### src/rtl/automaton_sequencer_pkg.sv
// Shared definitions for the cellular-automaton sequencer: the FSM state
// encoding and the reset values of the rule and seed registers.
package automaton_sequencer_pkg;

   typedef enum logic [1:0] {
      ST_IDLE = 2'd0,
      ST_RUN  = 2'd1,
      ST_DONE = 2'd2
   } state_t;

   // Rule 30 is the power-up rule.
   localparam logic [7:0] RULE_RST = 8'd30;

   // The power-up seed has exactly one live cell, in the middle of the row.
   function automatic int centre_bit(input int width);
      return width / 2;
   endfunction

endpackage

### src/rtl/automaton_sequencer_automaton.sv
// Combinational 1-D elementary cellular automaton on a ring of WIDTH cells.
// Each new cell is the rule bit selected by {left, self, right}, with the
// left neighbour as the MSB of the 3-bit selector.
module automaton #(
   parameter int WIDTH = 80
) (
   input  logic [WIDTH-1:0] gen,
   input  logic [7:0]       rule,
   output logic [WIDTH-1:0] nxt
);

   // One rule lookup per cell; neighbour indices wrap around the ring.
   always_comb begin
      nxt = '0;
      for (int i = 0; i < WIDTH; i++) begin
         nxt[i] = rule[{gen[(i + WIDTH - 1) % WIDTH], gen[i], gen[(i + 1) % WIDTH]}];
      end
   end

endmodule

### src/rtl/automaton_sequencer.sv
// Frame sequencer for the cellular automaton. Holds the current generation,
// streams ROWS generations (seed first) over a valid/ready handshake and
// pulses done once the last row has been accepted.
//
// Handshake: row_valid is high for the whole RUN state and depends only on
// the state register, never on row_ready. A row transfers on every rising
// edge where row_valid && row_ready; while row_ready is low, row_data and
// row_idx hold their values.
module automaton_sequencer
   import automaton_sequencer_pkg::*;
#(
   parameter int WIDTH = 80,
   parameter int ROWS  = 60,
   parameter int IDX_W = 8
) (
   input  logic             clk,
   input  logic             rst_n,
   input  logic             cfg_we,
   input  logic [7:0]       cfg_rule,
   input  logic [WIDTH-1:0] cfg_seed,
   input  logic             start,
   input  logic             stop,
   output logic             row_valid,
   input  logic             row_ready,
   output logic [WIDTH-1:0] row_data,
   output logic [IDX_W-1:0] row_idx,
   output logic             busy,
   output logic             done,
   output logic [7:0]       cur_rule
);

   localparam logic [IDX_W-1:0] LAST_IDX = IDX_W'(ROWS - 1);
   localparam logic [WIDTH-1:0] SEED_RST = {{(WIDTH-1){1'b0}}, 1'b1} << centre_bit(WIDTH);

   state_t           state;
   state_t           state_nxt;
   logic [7:0]       rule_q;
   logic [WIDTH-1:0] seed_q;
   logic [WIDTH-1:0] gen_q;
   logic [WIDTH-1:0] nxt;
   logic [IDX_W-1:0] idx_q;
   logic             xfer;
   logic             last_row;

   automaton #(
      .WIDTH (WIDTH)
   ) u_automaton (
      .gen  (gen_q),
      .rule (rule_q),
      .nxt  (nxt)
   );

   assign xfer     = (state == ST_RUN) && row_ready;
   assign last_row = (idx_q == LAST_IDX);

   // State register; reset aborts any frame immediately.
   always_ff @(posedge clk or negedge rst_n) begin
      if (!rst_n) begin
         state <= ST_IDLE;
      end else begin
         state <= state_nxt;
      end
   end

   // Next-state decode: stop wins over a same-cycle final transfer.
   always_comb begin
      state_nxt = state;
      unique case (state)
         ST_IDLE: if (start) state_nxt = ST_RUN;
         ST_RUN: begin
            if (stop) begin
               state_nxt = ST_IDLE;
            end else if (xfer && last_row) begin
               state_nxt = ST_DONE;
            end
         end
         ST_DONE: state_nxt = ST_IDLE;
         default: state_nxt = ST_IDLE;
      endcase
   end

   // Configuration, generation and row-index registers.
   always_ff @(posedge clk or negedge rst_n) begin
      if (!rst_n) begin
         rule_q <= RULE_RST;
         seed_q <= SEED_RST;
         gen_q  <= '0;
         idx_q  <= '0;
      end else begin
         if (state == ST_IDLE) begin
            if (cfg_we) begin
               rule_q <= cfg_rule;
               seed_q <= cfg_seed;
            end
            if (start) begin
               // A same-cycle config write bypasses seed_q so the new seed
               // is the first row.
               gen_q <= cfg_we ? cfg_seed : seed_q;
               idx_q <= '0;
            end
         end else if (state == ST_RUN) begin
            // The final row is not advanced, so gen_q keeps the last row.
            if (!stop && xfer && !last_row) begin
               gen_q <= nxt;
               idx_q <= idx_q + 1'b1;
            end
         end
      end
   end

   // Outputs come straight from registers or the state decode.
   always_comb begin
      row_valid = (state == ST_RUN);
      busy      = (state == ST_RUN);
      done      = (state == ST_DONE);
      row_data  = gen_q;
      row_idx   = idx_q;
      cur_rule  = rule_q;
   end

endmodule

### config.mk
export PLATFORM = sky130hd
export DESIGN_NAME = automaton_sequencer
export DESIGN_NICKNAME = d
export VERILOG_FILES = /design/src/rtl/automaton_sequencer_pkg.sv /design/src/rtl/automaton_sequencer_automaton.sv /design/src/rtl/automaton_sequencer.sv
export SDC_FILE = /design/constraint.sdc
export NUM_CORES = 1
export LEC_CHECK = 0
export BUFFER_PORTS_ARGS = -buffer_cell sky130_fd_sc_hd__buf_4
export CORE_MARGIN = 5
export CORE_UTILIZATION = 40
export DETAILED_ROUTE_END_ITERATION = 12
export HOLD_SLACK_MARGIN = 0.1
export SLEW_MARGIN = 20
export SYNTH_ARGS = -nofsm -noshare
export SYNTH_HDL_FRONTEND = slang
export SYNTH_SLANG_ARGS = --single-unit
export TNS_END_PERCENT = 50
### constraint.sdc
create_clock -name clk -period 2.25 [get_ports clk]
set_input_delay 0.225 -clock clk [delete_from_list [all_inputs] [get_ports clk]]
set_output_delay 0.225 -clock clk [all_outputs]
set_load 0.1 [all_outputs]
Word-level counts from Yosys, hierarchy flattened
Cells that the tools add are included.

Bits in registers: 178. Output and inout bits: 99. Logic and storage cells: 276.

Add/subtract/negate cells: 1. Magnitude comparators: 80. Eq/ne operators: 5. Multiplexer cells: 173. Reduce and logical (&&, ||, !) cells: 12.

Operator list (count): 80-bit two-way mux (5); 3-bit by 4-bit < comparator with 1-bit output (second input constant) (80); 1-bit binary-select mux with 3-bit select (80); 1-bit two-way mux (80); 8-bit two-way mux (4); 8-bit by 1-bit adder with 8-bit output (second input constant) (1); 8-bit by 6-bit equality test with 1-bit output (second input constant) (1); 2-bit two-way mux (3); 1-bit logical AND (4); 2-bit one-hot mux with 2 select lines (1); 2-bit AND reduction (2); 2-bit nonzero test (2); 3-bit by 2-bit != test with 1-bit output (second input constant) (1); 3-bit AND reduction (1); 2-bit by 1-bit equality test with 1-bit output (second input constant) (1); 2-bit equality test (second input constant) (1); 1-bit zero test (2); 2-bit zero test (1); 2-bit != test (second input constant) (1).

Depth between registers and ports, before layout
Gate-level depths: netlist of run 1.

Word-level depth: 7. Gate-level depth with buffers: 7. Depth with buffers taken out: 5.

By module
From an unflattened synthesis of run 1, not the netlist that was laid out.

Cells, all modules: 1540. Area, all modules: 13634.3 sq um.

By module, submodules not included: automaton_sequencer (times used 1, cells each 746, area each 8264.2 sq um, sequential area each 4460.5 sq um); automaton (times used 1, cells each 794, area each 5370.2 sq um, sequential area each 0.0 sq um).

Worst setup path after synthesis of run 1
Ideal clock, no wire load.

Path kind: flip-flop to output port. Start point: register state[0]. End point: output row_valid. Arrival time: 2.343 ns. Data required time: 2.025 ns. Setup slack: -0.318 ns. Stages on the path, launching flop included: 3. Buffers on the path: 1. Cells stage by stage: dfrtp_1 -> nor2b_1 -> buf_4.

Cells in the longest elaborated chain, start to end: 1.

Ends and longest elaborated chain: from (decl) (RTL line automaton_sequencer.sv:35) `state_t state;`; from (signal assigned) (RTL line automaton_sequencer.sv:61) `state <= state_nxt;`; 2-bit by 1-bit equality test with 1-bit output; to (decl) (RTL line automaton_sequencer.sv:23) `output logic row_valid,`.

Every way passes these cells.

Final worst setup path of run 1
Start point: register idx_q[0], in the netlist row_idx[0]. End point: register gen_q[72], in the netlist row_data[72].

Cells in the longest elaborated chain, start to end: 5.

Ends and longest elaborated chain: from (decl) (RTL line automaton_sequencer.sv:41) `logic [IDX_W-1:0] idx_q;`; from (signal assigned) (RTL line automaton_sequencer.sv:105) `idx_q <= idx_q + 1'b1;`; 8-bit by 6-bit equality test with 1-bit output (RTL line automaton_sequencer.sv:54) `assign last_row = (idx_q == LAST_IDX);`; 1-bit zero test (RTL line automaton_sequencer.sv:103) `if (!stop && xfer && !last_row) begin`; 1-bit logical AND (RTL line automaton_sequencer.sv:103); 2-bit nonzero test (no line); 3-bit AND reduction (no line); to (signal assigned) (RTL line automaton_sequencer.sv:98) `gen_q <= cfg_we ? cfg_seed : seed_q;`; to (signal assigned) (RTL line automaton_sequencer.sv:104) `gen_q <= nxt;`; to (decl) (RTL line automaton_sequencer.sv:39) `logic [WIDTH-1:0] gen_q;`.

Every way passes these cells. A chain may end at the register's enable or synchronous reset.

==> impl_results.md, run 1 <==
- H-Tree Level Count: 4
- Syn Nets: 1,315
- Area delta synth->final: 21.4%
- Pre-CTS WS: 230 ps
- Tot Pwr: 0.0233 W
- Worst-Margin Slew: 549 ps
- Setup crit end kind: flip-flop
- Sw Share: 52.2%
- Routed vias: 11,100
- Leakage dissipation: 6.75 nW
- Yosys Warn Count: 0
- GRT overflow: 0
- Register area share after synthesis: 33.5%
- Worst IR Drop VDD: 1.12 mV
- Pint: 0.0111 W
- Port bufs: 192
- Final Skew: 21.5 ps
- WL/cell: 22.8 um
- Vias in the first global route: 11,300
- Status: finished clean
- Clock latency on the worst-skew pair: 460 ps
- Number of flops mapped to enable cells by yosys: 0
- Final setup TNS: 0 ps
- Root Driver: clkbuf_16
- Cell Pwr Density: 1440 nW/um^2
- Max Root-Sink Buffers: 2
- Hold Worst Slack: 129 ps
- Top Ports: 193
- Post-route DRC: 0
- Gate power share: 58.9%
- Mapped Cells: 1,220
- FP Rows: 66
- Syn Std Cell Area: 13,300 sq um
- Sinks on Clock Net: 178
- DRT iter0 DRCs: 940
- Sequential share of power: 27.7%
- Post-route setup slack: 206 ps
- RSZ-0062 raised after global routing: no
- WP data required: 2560 ps
- Final wirelength: 40.7 mm
- Period utilization: 90.8%
- Data arrival time of the worst path: 2350 ps
- DIE AREA: 37,100 sq um
- Overall routing resource usage: 22.2%
- Post-DP Area: 15,200 sq um
- Final Max Tran Viols: 0
- Post-route cell area: 16,200 sq um
- Switching power: 0.0121 W
- Min-delay worst type: in2reg
- CP Launch Type: flip-flop
- Unique masters post-synth: 47
- Setup-failing EPs final: 0
- Postcts setup bufs: 0
- Layout cells sized above 1: 39.0%
- Asr flop ratio synth: 100%
- Post-synthesis register bit count: 178
- Drt pass-1 iters: 5
- Reg clk slew, reported paths: 70 ps
- Max_cap viols: 0
- Critical path class: reg2reg
- NumNets Final: 1,422
- Total core area: 32,700 sq um
- Total CTS buffers: 17
- Syn Area/Cell: 10.9 sq um
- Post-synth top flop: dfrtp_1
- Max Clk Rate: 489 MHz
- Post-DP HPWL: 25.1 mm
- Initial core utilization: 40.7%
- Routability cong.: 0.825
- Post-cts repair resize count: 0
- Die Height: 192 um
- Die Width: 192 um
- Minimum clock period: 2040 ps
- Final Hold Viols: 0
- Initial antenna violation count: 1
- Cts hold-fix bufs: 40
- Pin count of the biggest net entering global routing: 90
- Vias/cell: 6.21
- CTS tree: yes
- First-pass GRT wire length: 65.4 mm
- Clock power frac: 13.4%
- Antenna viol nets, final: 0
- Critical path fanouts, max: 50
- Rel. slew slack: 63.4%
layout make-up:
type,instances,area (sq um)
Timing Repair Buffer,268,2430
Clock buffer,20,457
Inverter,40,150
Clock inverter,12,133
Multi-Input combinational cell,822,7930
Sequential cell,178,4520
Tap cell,442,553
Fill cell,2998,16500
Antenna cell,1,2.50
cells by family (layout without fill, tap and decap cells):
| kind of cell | after synthesis | in the layout | share of synthesized area [%] |
|---|---|---|---|
| other | 0 | 1 | 0 |
| and+or+nand+nor | 225 | 225 | 8.16 |
| adders and majority gates | 1 | 1 | 0.0939 |
| muxes | 317 | 317 | 35.9 |
| AOI/OAI and AO/OA | 278 | 278 | 15.2 |
| buffers and inverters | 220 | 340 | 7.12 |
| DFF | 178 | 178 | 33.5 |
| xor gates and xnor gates | 1 | 1 | 0.0658 |
power by group through the flow:
stage	clock network (W)	logic (W)	registers [W]
after global routing	0.00332	0.0144	0.00675
after detailed placement	0	0.0137	0.00650
after global placement	0	0.0135	0.00644
after floorplan	0	0.00685	0.0103
after CTS	0.00319	0.0138	0.00645
final	0.00313	0.0137	0.00643
per-layer routing:
layer,vias to the layer above,wire length [um],GRT usage (%)
met2,395,20500,36.3
met1,5704,16900,30.2
li1,4922,-,-
met5,-,0,0
met4,0,844,6.94
met3,56,2450,4.00
final timing paths:
| kind | start | end | slack [ps] | depth (start not counted) |
|---|---|---|---|---|
| setup / recovery | row_idx[0] | row_data[72] | 210 | 6 |
| hold / removal | cfg_seed[62] | seed_q[62] | 130 | 4 |
| setup reg to reg | row_idx[0] | row_data[72] | 210 | 6 |
| hold reg to reg | seed_q[71] | seed_q[71] | 480 | 1 |
| max in group asynchronous | rst_n | cur_rule[3] | 1200 | 3 |
| min in group asynchronous | rst_n | seed_q[68] | 330 | 2 |
stage by stage:
stage               utilization (%)  std cells
finish                         49.5       1783
global placement               46.4       1710
floorplan                         -       1220
detailed placement             46.4       1710
CTS                            49.4       1782
global route                   49.5       1783
cell usage after synthesis (5+ instances only):
cell / instances / area share (%)
dfrtp_1: 173 / 32
mux2i_1: 130 / 9.8
mux4_2: 122 / 21
clkbuf_1: 108 / 3.0
nand2_1: 68 / 1.9
nand3_1: 68 / 2.6
mux2_2: 65 / 5.5
a31oi_1: 55 / 2.6
nor3_1: 42 / 1.6
o22ai_1: 41 / 1.9
inv_1: 40 / 1.1
o21a_1: 40 / 2.3
buf_2: 39 / 1.5
o31ai_1: 39 / 2.2
a22oi_1: 29 / 1.6
o2111ai_1: 26 / 1.7
buf_1: 19 / 0.54
nor2_1: 18 / 0.51
a21oi_1: 14 / 0.53
a21o_1: 12 / 0.68
a22oi_2: 11 / 1.0
or2_0: 11 / 0.52
buf_4: 7 / 0.39
buf_6: 5 / 0.42
dfstp_2: 5 / 0.99
o21ai_0: 5 / 0.19
sequential cells by signal, summed over array words and instances, names as in the netlist:
name      cells
row_idx       8
row_data     80
seed_q       80
cur_rule      8
state         2
layout by cell type (no fill, tap or decap), types with 41 or more instances in the layout:
cell / Yosys / final
dfrtp_1: 173 / 125
buf_4: 7 / 202
nand2_1: 68 / 68
nand3_1: 68 / 68
a31oi_1: 55 / 55
mux2i_1: 130 / 130
nor3_1: 42 / 42
mux2_2: 65 / 65
mux4_2: 122 / 122
o22ai_1: 41 / 41
dfrtp_2: 0 / 48
worst max-delay path, cell delays in order (launching register included):
cell	delay, ps
dfrtp_2	430
ha_1	250
and4_2	290
a21oi_4	260
or2_4	210
buf_12	270
a22oi_1	150
No activity file was read; power rests on OpenSTA's default activity.
==> run 2, diff against run 1 <==
==> constraint.sdc (replaced) <==
create_clock -name clk -period 2.28 [get_ports clk]
set_input_delay 0.228 -clock clk [delete_from_list [all_inputs] [get_ports clk]]
set_output_delay 0.228 -clock clk [all_outputs]
set_load 0.1 [all_outputs]
==> run 2 against run 1 <==
First-iteration DRC count decreased by 6.9%. Clock skew down 9.9 ps. Non-clock buffer count is 6 higher. Final area shrank 0.22%. Sequential power down 1%. Clock power fell by 3%. Setup slack gained 110 ps. Sequential cell count unchanged. Utilization decreased by 0.11 points. Final cell count rose by 0.28%. Critical endpoint is now row_data[28]. Clock-buffer cell count grew 1.
==> impl_results.md, run 2 (same netlist as run 1, synthesis figures left out) <==
- Routed vias: 11,100 (about the same)
- Pin count of the biggest net entering global routing: 81 (was 90)
- Top Ports: 193 (unchanged)
- Die Width: 192 um (unchanged)
- Sw Share: 52.3% (was 52.2%)
- Vias in the first global route: 10,800 (was 11,300)
- Worst Hold Endpoint: state[0] (was seed_q[62])
- Hold path start: stop (was cfg_seed[62])
- RR Startpoint: row_idx[0] (unchanged)
- First-pass GRT wire length: 64.2 mm (was 65.4 mm)
- Reg2Reg Depth: 6 (unchanged)
- CP max stage delay: 430 ps (about the same)
- Overall routing resource usage: 21.7% (was 22.2%)
- Final Max Tran Viols: 0 (unchanged)
- Clock power frac: 13.3% (was 13.4%)
- Switching power: 0.0120 W (was 0.0121 W)
- Sequential share of power: 27.7% (about the same)
- Post-Layout Cell Count: 1,788 (was 1,783)
- Total core area: 32,700 sq um (unchanged)
- Critical path fanouts, max: 30 (was 50)
- Slowest CP cell: dfrtp_2 (unchanged)
- Pint: 0.0109 W (was 0.0111 W)
- CP Launch Type: flip-flop (unchanged)
- FP Rows: 66 (unchanged)
- Reg clk slew, reported paths: 70 ps (about the same)
- Setup crit end kind: flip-flop (unchanged)
- Max Clk Rate: 509 MHz (was 489 MHz)
- Hold Worst Slack: 131 ps (was 129 ps)
- Tot Pwr: 0.0229 W (was 0.0233 W)
- Drt pass-1 iters: 5 (unchanged)
- Initial core utilization: 40.7% (unchanged)
- Hold path depth: 4 (unchanged)
- Worst IR Drop VDD: 1.13 mV (was 1.12 mV)
- Postcts setup bufs: 0 (unchanged)
- Final Core Density: 49.3% (was 49.5%)
- Period utilization: 86.2% (was 90.8%)
- CP Cell Sequence: ha_1 -> and4_2 -> a21oi_4 -> or2_4 -> buf_12 -> a22oi_1 (unchanged)
- RSZ-0062 raised after global routing: no (unchanged)
- Antenna cell count: 0 (was 1)
- H-Tree Level Count: 4 (unchanged)
- Cell Pwr Density: 1420 nW/um^2 (was 1440 nW/um^2)
- WL/cell: 22.5 um (was 22.8 um)
- Setup-failing EPs final: 0 (unchanged)
- Minimum clock period: 1960 ps (was 2040 ps)
- Status: finished clean (unchanged)
- Data arrival time of the worst path: 2290 ps (was 2350 ps)
- Area delta synth->final: 21.1% (was 21.4%)
- Sinks on Clock Net: 178 (unchanged)
- Post-route DRC: 0 (unchanged)
- Port bufs: 192 (unchanged)
- NumNets Final: 1,428 (was 1,422)
- CTS tree: yes (unchanged)
- GRT overflow: 0 (unchanged)
- Most common cell after layout, fill and taps aside: buf_4 (unchanged)
- DRT iter0 DRCs: 875 (was 940)
- Post-DP HPWL: 25.4 mm (was 25.1 mm)
- Min-delay worst type: in2reg (unchanged)
- Flop-to-flop setup slack: 320 ps (was 210 ps)
- Clock latency on the worst-skew pair: 460 ps (about the same)
- Antenna viol nets, final: 0 (unchanged)
- Layout cells sized above 1: 36.8% (was 39.0%)
- Worst-Margin Slew: 695 ps (was 549 ps)
- DIE AREA: 37,100 sq um (unchanged)
- Gate power share: 58.9% (about the same)
- Final wirelength: 40.3 mm (was 40.7 mm)
- Critical path class: reg2reg (unchanged)
- Most frequent cells in the layout: 211 x buf_4, 158 x dfrtp_1, 130 x mux2i_1 (was 202 x buf_4, 130 x mux2i_1, 125 x dfrtp_1)
- Max Root-Sink Buffers: 2 (unchanged)
- Rel. slew slack: 53.7% (was 63.4%)
- DP Cell Count: 1,717 (was 1,710)
- Vias/cell: 6.22 (was 6.21)
- Final setup TNS: 0 ps (unchanged)
- Final Skew: 11.6 ps (was 21.5 ps)
- Die Height: 192 um (unchanged)
- Leakage dissipation: 6.79 nW (was 6.75 nW)
- Root Driver: clkbuf_16 (unchanged)
- Max_cap viols: 0 (unchanged)
- Initial antenna violation count: 0 (was 1)
- Total CTS buffers: 17 (unchanged)
- Reg2reg end: row_data[28] (was row_data[72])
- Routability cong.: 0.793 (was 0.825)
- Final Hold Viols: 0 (unchanged)
- WP data required: 2600 ps (was 2560 ps)
## run 2: cell type report
cell class	instances	area, sq um
inverters	40	150
well taps	442	553
repair buffers	274	2450
multi-input cells	822	7930
clock inverters	11	130
flip-flops and latches	178	4480
fillers	3012	16600
clock buffers	21	450
## run 2: how the worst max path moves through the flow
stage,slack (ps),startpoint,endpoint,cells past startpoint
floorplan,-30,row_data[71],row_data[70],4
global placement,340,row_idx[0],row_idx[4],6
detailed placement,320,row_idx[0],row_idx[4],6
CTS,310,row_idx[0],row_idx[4],6
global route,230,row_idx[0],row_data[28],6
finish,320,row_idx[0],row_data[28],6
## run 2: stage by stage
| stage | cell area, sq um | setup WS, ps |
|---|---|---|
| floorplan | 13300 | -34.9 |
| global placement | 15200 | 339 |
| detailed placement | 15200 | 322 |
| CTS | 16100 | 308 |
| global route | 16100 | 233 |
| finish | 16100 | 315 |
## run 2: critical path: cells and delay by family, from the launching register on
| kind | cells | cell delay (ps) |
|---|---|---|
| simple gates | 2 | 580 |
| compound gates | 2 | 340 |
| flops | 1 | 430 |
| fa+ha+maj | 1 | 240 |
| buf+inv | 1 | 230 |
## run 2: power by group through the flow
stage	registers (W)	clock network (W)	logic (W)
2_1_floorplan	0.0101	0	0.00676
3_5_place_dp	0.00641	0	0.0134
5_1_grt	0.00664	0.00323	0.0142
3_3_place_gp	0.00636	0	0.0133
6_report	0.00634	0.00305	0.0135
4_1_cts	0.00636	0.00314	0.0135
## run 2: what timing repair did
action	CTS	global route
resized for setup	0	0
hold buffers	39	0
endpoints found under the hold margin	84	0
## run 2: metal layers
layer  global-route usage, %  routed length (um)
met1                    30.8               17000
met2                    34.4               19600
met3                    4.14                3010
met4                    5.84                 735
met5                       0                   0
